File: config.mk
export PLATFORM = sky130hd
export DESIGN_NAME = mem_bus_arbiter
export DESIGN_NICKNAME = d
export VERILOG_FILES = /design/src/rtl/mem_bus_arbiter_pkg.sv /design/src/rtl/mem_bus_arbiter_arb_pick2.sv /design/src/rtl/mem_bus_arbiter.sv
export SDC_FILE = /design/constraint.sdc
export NUM_CORES = 1
export LEC_CHECK = 0
export BUFFER_PORTS_ARGS = -buffer_cell sky130_fd_sc_hd__buf_2
export CAP_MARGIN = 20
export CORE_AREA = 8 8 291 293
export CTS_CLUSTER_DIAMETER = 50
export DETAILED_ROUTE_END_ITERATION = 6
export DIE_AREA = 0 0 299 301
export PLACE_DENSITY = 0.33
export SYNTH_ARGS = -nofsm -noshare
export SYNTH_HDL_FRONTEND = slang
export SYNTH_SLANG_ARGS = --single-unit
export TNS_END_PERCENT = 30
File: constraint.sdc
create_clock -name clk -period 3.35 [get_ports clk]
set_input_delay 1.005 -clock clk [delete_from_list [all_inputs] [get_ports clk]]
set_output_delay 1.005 -clock clk [all_outputs]
set_load 0.02 [all_outputs]
File: src/rtl/mem_bus_arbiter_pkg.sv
// Shared encodings for the I/D-cache memory bus arbiter: FSM states, grant IDs
// and the saturating event counter helper.
package mem_bus_arbiter_pkg;

    localparam logic [1:0] ST_IDLE    = 2'd0;
    localparam logic [1:0] ST_BUSY_I  = 2'd1;
    localparam logic [1:0] ST_BUSY_D  = 2'd2;
    localparam logic [1:0] ST_RELEASE = 2'd3;

    localparam logic GNT_I = 1'b0;
    localparam logic GNT_D = 1'b1;

    function automatic logic [15:0] sat_inc(input logic [15:0] v);
        return (v == 16'hFFFF) ? v : v + 16'd1;
    endfunction

endpackage

File: src/rtl/mem_bus_arbiter_arb_pick2.sv
// Combinational two-way picker: decides whether the D-cache wins this grant.
module arb_pick2 import mem_bus_arbiter_pkg::*; #(
    parameter int ROUND_ROBIN = 1
) (
    input  logic req_i,
    input  logic req_d,
    input  logic last_grant,
    output logic grant_d,
    output logic any_req
);

    assign any_req = req_i | req_d;

    // On contention D wins when priority is fixed, or when I was served last.
    assign grant_d = req_d & (~req_i | (ROUND_ROBIN == 0) | (last_grant == GNT_I));

endmodule

File: src/rtl/mem_bus_arbiter.sv
// Shares one main-memory port between I-cache and D-cache; one registered
// access at a time, with a dead RELEASE cycle after every completion.
module mem_bus_arbiter import mem_bus_arbiter_pkg::*; #(
    parameter int ADDR_W      = 28,
    parameter int DATA_W      = 128,
    parameter int ROUND_ROBIN = 1
) (
    input  logic              clk,
    input  logic              rst,
    input  logic              i_read,
    input  logic [ADDR_W-1:0] i_addr,
    output logic [DATA_W-1:0] i_rdata,
    output logic              i_ready,
    input  logic              d_read,
    input  logic              d_write,
    input  logic [ADDR_W-1:0] d_addr,
    input  logic [DATA_W-1:0] d_wdata,
    output logic [DATA_W-1:0] d_rdata,
    output logic              d_ready,
    output logic              mem_read,
    output logic              mem_write,
    output logic [ADDR_W-1:0] mem_addr,
    output logic [DATA_W-1:0] mem_wdata,
    input  logic [DATA_W-1:0] mem_rdata,
    input  logic              mem_ready,
    output logic [15:0]       cnt_i,
    output logic [15:0]       cnt_d
);

    logic [1:0] state;
    logic       last_grant;
    logic       grant_d;
    logic       any_req;

    arb_pick2 #(.ROUND_ROBIN(ROUND_ROBIN)) u_pick (
        .req_i      (i_read),
        .req_d      (d_read | d_write),
        .last_grant (last_grant),
        .grant_d    (grant_d),
        .any_req    (any_req)
    );

    // NOTE: ready is gated by rst so a reset that coincides with mem_ready
    // abandons the access instead of reporting it complete.
    assign i_ready = !rst && (state == ST_BUSY_I) && mem_ready;
    assign d_ready = !rst && (state == ST_BUSY_D) && mem_ready;
    assign i_rdata = i_ready ? mem_rdata : '0;
    assign d_rdata = d_ready ? mem_rdata : '0;

    // NOTE: non-blocking assignments throughout, so every register in this
    // block samples the values present before the clock edge.
    always_ff @(posedge clk) begin
        if (rst) begin
            state      <= ST_IDLE;
            last_grant <= GNT_I;
            mem_read   <= 1'b0;
            mem_write  <= 1'b0;
            // NOTE: the wide address/data registers are reset as well because
            // the memory side is defined to read all-zero out of reset.
            mem_addr   <= '0;
            mem_wdata  <= '0;
            cnt_i      <= '0;
            cnt_d      <= '0;
        end else begin
            case (state)
                ST_IDLE: begin
                    if (any_req) begin
                        mem_addr  <= grant_d ? d_addr : i_addr;
                        mem_wdata <= grant_d ? d_wdata : '0;
                        mem_write <= grant_d & d_write;
                        mem_read  <= ~grant_d | ~d_write;
                        state     <= grant_d ? ST_BUSY_D : ST_BUSY_I;
                    end
                end
                ST_BUSY_I: begin
                    if (mem_ready) begin
                        mem_read   <= 1'b0;
                        mem_write  <= 1'b0;
                        last_grant <= GNT_I;
                        cnt_i      <= sat_inc(cnt_i);
                        state      <= ST_RELEASE;
                    end
                end
                ST_BUSY_D: begin
                    if (mem_ready) begin
                        mem_read   <= 1'b0;
                        mem_write  <= 1'b0;
                        last_grant <= GNT_D;
                        cnt_d      <= sat_inc(cnt_d);
                        state      <= ST_RELEASE;
                    end
                end
                // RELEASE: one dead cycle so requesters can drop their strobes.
                default: state <= ST_IDLE;
            endcase
        end
    end

endmodule
==> impl_results.html <==
<table>
<tr><th>Metric</th><th>Value</th></tr>
<tr><th colspan="2">Run status</th></tr>
<tr><td>Result of the run</td><td>complete, no violations</td></tr>
<tr><th colspan="2">Floorplan</th></tr>
<tr><td>Horiz. Die Dim</td><td>299 um</td></tr>
<tr><td>Core Area</td><td>79900 um^2</td></tr>
<tr><td>Initial cell density of the core</td><td>11.4%</td></tr>
<tr><td>Area of the die</td><td>90000 um^2</td></tr>
<tr><td>Site Rows</td><td>104</td></tr>
<tr><td>Total I/O pin count</td><td>766</td></tr>
<tr><td>Vert. Die Dim</td><td>301 um</td></tr>
<tr><th colspan="2">Finish</th></tr>
<tr><td>Post-route cell area</td><td>15000 um^2</td></tr>
<tr><td>Fraction of layout instances using a drive strength above 1</td><td>46.4%</td></tr>
<tr><td>Number of nets in the layout</td><td>2154</td></tr>
<tr><td>Post-Route Utilization</td><td>18.8%</td></tr>
<tr><td>Number of standard cells in the layout, taps in and fillers out</td><td>2911</td></tr>
<tr><td>Filler instances</td><td>9177</td></tr>
<tr><td>Layout Area Growth over Synthesis</td><td>65.4%</td></tr>
<tr><th colspan="2">GRT</th></tr>
<tr><td>Global-route wire length before repair</td><td>84800 um</td></tr>
<tr><td>Global route overflow</td><td>0</td></tr>
<tr><td>Number of global-route vias before repair</td><td>11200</td></tr>
<tr><td>Largest net degree at the start of global routing</td><td>195</td></tr>
<tr><td>Initial antenna violation count</td><td>19</td></tr>
<tr><td>Total global-route track usage</td><td>12.9%</td></tr>
<tr><th colspan="2">Synthesis</th></tr>
<tr><td>Area of the mapped netlist</td><td>9070 um^2</td></tr>
<tr><td>Number of library cell types mapped by synthesis</td><td>40</td></tr>
<tr><td>Sequential fraction of the synthesis area</td><td>42.6%</td></tr>
<tr><td>Instance count of the mapped netlist</td><td>1108</td></tr>
<tr><td>Post-synthesis sequential element count</td><td>193</td></tr>
<tr><td>Number of nets produced by synthesis</td><td>1432</td></tr>
<tr><td>YS warnings</td><td>0</td></tr>
<tr><td>Average instance area after synthesis</td><td>8.19 um^2</td></tr>
<tr><th colspan="2">Power</th></tr>
<tr><td>Clock network fraction of design power</td><td>22.1%</td></tr>
<tr><td>Total power density per cell area</td><td>643 nW/um^2</td></tr>
<tr><td>Internal power</td><td>5.33 mW</td></tr>
<tr><td>Combinational cell fraction of total power</td><td>46.4%</td></tr>
<tr><td>Leakage power total</td><td>7.62 nW</td></tr>
<tr><td>Net Sw Frac</td><td>44.8%</td></tr>
<tr><td>Power Total</td><td>9.65 mW</td></tr>
<tr><td>VDD IR-drop max</td><td>0.362 mV</td></tr>
<tr><td>Switching power total</td><td>4.32 mW</td></tr>
<tr><td>Sequential share of power</td><td>31.4%</td></tr>
<tr><th colspan="2">Clock network</th></tr>
<tr><td>Clock tree from TritonCTS</td><td>yes</td></tr>
<tr><td>Clock buffer depth</td><td>2</td></tr>
<tr><td>Total clock buffers created by CTS</td><td>17</td></tr>
<tr><td>Clock transition at path regs</td><td>0.08 ns</td></tr>
<tr><td>Hold Buf Count CTS</td><td>0</td></tr>
<tr><td>H-tree levels</td><td>4</td></tr>
<tr><td>Root buffer selected by CTS</td><td>sky130_fd_sc_hd__clkbuf_16</td></tr>
<tr><td>Number of sinks handled by clock tree synthesis</td><td>193</td></tr>
<tr><td>Clock latency on the worst-skew pair</td><td>0.48 ns</td></tr>
<tr><th colspan="2">Setup path</th></tr>
<tr><td>Element type at the critical path start</td><td>flip-flop</td></tr>
<tr><td>Required time of the critical path</td><td>2.34 ns</td></tr>
<tr><td>Worst path arrival time</td><td>2.23 ns</td></tr>
<tr><td>Worst Setup End Kind</td><td>output pin</td></tr>
<tr><td>CP Max Fanout</td><td>21</td></tr>
<tr><td>Worst setup path category</td><td>flip-flop to output pin</td></tr>
<tr><th colspan="2">Drt</th></tr>
<tr><td>Total wire length</td><td>62700 um</td></tr>
<tr><td>First drt pass iteration count</td><td>5</td></tr>
<tr><td>Wire length per cell</td><td>21.5 um</td></tr>
<tr><td>Vias/cell</td><td>3.81</td></tr>
<tr><td>Via count</td><td>11100</td></tr>
<tr><td>Drt initial violations</td><td>568</td></tr>
<tr><td>Count of unresolved DRC violations after routing</td><td>0</td></tr>
<tr><td>Antenna-violating nets left</td><td>0</td></tr>
<tr><th colspan="2">Placement</th></tr>
<tr><td>Gpl congestion</td><td>0.951</td></tr>
<tr><td>Placed Cells incl. Taps</td><td>2864</td></tr>
<tr><td>Number of port buffers</td><td>765</td></tr>
<tr><td>Post-Place Cell Area</td><td>14200 um^2</td></tr>
<tr><td>HPWL Detailed</td><td>51500 um</td></tr>
<tr><th colspan="2">Timing</th></tr>
<tr><td>Slew at the pin with the worst max-slew slack</td><td>1.35 ns</td></tr>
<tr><td>Total of endpoints with negative setup slack in the final report</td><td>0</td></tr>
<tr><td>Fin crit period</td><td>3.23 ns</td></tr>
<tr><td>Highest clock rate</td><td>309 MHz</td></tr>
<tr><td>Final period utilization</td><td>96.6%</td></tr>
<tr><td>Hold violation total from the final report</td><td>0</td></tr>
<tr><td>Slew Limit Headroom</td><td>10.3%</td></tr>
<tr><td>Final-layout setup total negative slack</td><td>0 ns</td></tr>
<tr><td>Fin Clk Skew</td><td>0.0128 ns</td></tr>
<tr><td>Total count of max-transition violations in the final report</td><td>0</td></tr>
<tr><th colspan="2">Min path</th></tr>
<tr><td>Hold crit path type</td><td>flip-flop to flip-flop</td></tr>
<tr><th colspan="2">Job</th></tr>
<tr><td>Count of max-cap constraint violations</td><td>0</td></tr>
</table>
cell usage in the layout (no fill, tap or decap), drive strengths merged, types with 2 or more instances in the layout:
cell type  netlist  layout
clkinv           0       5
and3             3       3
ha               6       6
a22oi          127     127
and2           258     258
clkbuf          87      21
or3              8       8
o21ai            8       8
nor3             3       3
diode            0       8
or4             16      16
nand4            6       6
nor2           169     169
inv              6      14
nor4b            2       2
a211oi           2       2
dfxtp          193     193
mux2i            2       2
buf              8     794
nor2b           11      11
nand2           73      73
mux2             9       9
a21oi           35      35
nand3           14      14
and4             4       4
or2              2       2
a311oi          29      29
o31ai           18      18
nand2b           2       2
routing by layer:
metal / vias up / global-route usage [%] / wire length (um)
li1: 5264 / - / -
met1: 5276 / 14.7 / 24900
met2: 490 / 22.3 / 31100
met3: 54 / 4.84 / 5450
met4: 6 / 3.76 / 1250
met5: - / 0 / 42
power by group through the flow:
stage,combinational [mW],clock [mW],sequential [mW]
2_1_floorplan,2.00,0,3.62
3_3_place_gp,4.46,0,3.07
3_5_place_dp,4.48,0,3.08
4_1_cts,4.52,2.28,3.03
5_1_grt,4.86,2.34,3.10
6_report,4.48,2.14,3.03
repair_timing:
item,CTS,global route
gates resized for setup,2,6
cloned,1,2
pin swaps,0,1
setup endpoints to repair,227,223
setup buffers,1,3
cell families after synthesis:
logic type	share of synthesized area, %
AO/OA/AOI/OAI	17.7
adder cells (fa/ha/maj)	0.827
buffers and inverters	4.26
flip-flops	42.6
multiplexers	1.34
AND/OR/NAND/NOR	33.3
cells in the mapped netlist:
cell,count,area [um^2]
sky130_fd_sc_hd__nand4b_1,1,8.76
sky130_fd_sc_hd__and3_1,3,18.8
sky130_fd_sc_hd__clkbuf_1,87,327
sky130_fd_sc_hd__buf_1,2,7.51
sky130_fd_sc_hd__nand3b_1,1,7.51
sky130_fd_sc_hd__and2_1,258,1610
sky130_fd_sc_hd__o31a_1,1,8.76
sky130_fd_sc_hd__or4_1,15,113
sky130_fd_sc_hd__nand3_1,13,65.1
sky130_fd_sc_hd__nand3_2,1,10.0
sky130_fd_sc_hd__nor3_1,2,10.0
sky130_fd_sc_hd__a2bb2oi_1,1,8.76
sky130_fd_sc_hd__or3_1,8,50.1
sky130_fd_sc_hd__o21ai_1,1,5.00
sky130_fd_sc_hd__a211oi_1,2,15.0
sky130_fd_sc_hd__nand2_1,73,274
sky130_fd_sc_hd__buf_2,6,30.0
sky130_fd_sc_hd__and4_2,1,10.0
sky130_fd_sc_hd__o2bb2ai_1,1,8.76
sky130_fd_sc_hd__o21ai_0,7,35.0
sky130_fd_sc_hd__or2_2,2,12.5
sky130_fd_sc_hd__or4_2,1,8.76
sky130_fd_sc_hd__nand2b_1,2,12.5
sky130_fd_sc_hd__and4bb_2,1,12.5
sky130_fd_sc_hd__nor3_2,1,10.0
sky130_fd_sc_hd__o31ai_1,18,135
sky130_fd_sc_hd__a21oi_1,35,175
sky130_fd_sc_hd__dfxtp_1,193,3860
sky130_fd_sc_hd__nor2b_1,11,68.8
sky130_fd_sc_hd__nand4_1,6,37.5
sky130_fd_sc_hd__a31oi_1,1,6.26
sky130_fd_sc_hd__mux2i_1,2,20.0
sky130_fd_sc_hd__ha_1,6,75.1
sky130_fd_sc_hd__mux2_2,9,101
sky130_fd_sc_hd__a311oi_1,29,254
sky130_fd_sc_hd__and4_1,3,26.3
sky130_fd_sc_hd__a22oi_1,127,953
sky130_fd_sc_hd__inv_1,6,22.5
sky130_fd_sc_hd__nor4b_1,2,17.5
sky130_fd_sc_hd__nor2_1,169,634
state kept, by name, summed over array words and instances (netlist names):
| register | cells |
|---|---|
| cnt_d | 16 |
| cnt_i | 16 |
| last_grant | 1 |
| mem_addr | 28 |
| mem_read | 1 |
| mem_wdata | 128 |
| mem_write | 1 |
| state | 2 |
cell type report:
class	instances	area [um^2]	area share (%)
Clock buffer	18	439	2.93
Clock inverter	14	143	0.950
Inverter	6	22.5	0.150
Multi-Input combinational cell	814	4900	32.7
Sequential cell	193	3860	25.7
Tap cell	1060	1330	8.84
Timing Repair Buffer	798	4290	28.6
Antenna cell	8	20.0	0.133
worst max-delay path, cell delays in order, from the launching register on:
cell and delay, ns:
sky130_fd_sc_hd__dfxtp_1 0.37, sky130_fd_sc_hd__inv_1 0.15, sky130_fd_sc_hd__ha_4 0.22, sky130_fd_sc_hd__nand2_1 0.12
sky130_fd_sc_hd__nor2_4 0.15, sky130_fd_sc_hd__buf_12 0.18, sky130_fd_sc_hd__clkbuf_16 0.20, sky130_fd_sc_hd__and2_1 0.15
sky130_fd_sc_hd__buf_2 0.18
worst paths after layout:
check	start	endpoint	slack, ns	depth (start not counted)
worst max register to register	state[1]$_SDFFE_PP0P_	cnt_i[15]$_SDFFE_PP0P_	1.08	7
worst max-delay path	state[0]$_SDFFE_PP0P_	d_rdata[90]	0.12	8
worst min register to register	mem_wdata[89]$_SDFFE_PP0P_	mem_wdata[89]$_SDFFE_PP0P_	0.47	2
worst min-delay path	mem_wdata[89]$_SDFFE_PP0P_	mem_wdata[89]$_SDFFE_PP0P_	0.47	2
metrics by stage:
| stage | hold WS [ns] | setup WS [ns] |
|---|---|---|
| after detailed placement | 0.451 | 0.129 |
| after global routing | 0.505 | -0.0224 |
| after floorplan | 0.464 | 0.373 |
| after global placement | 0.441 | 0.137 |
| after CTS | 0.464 | -0.0536 |
| final | 0.467 | 0.115 |
(Power assumes the default switching activity.)
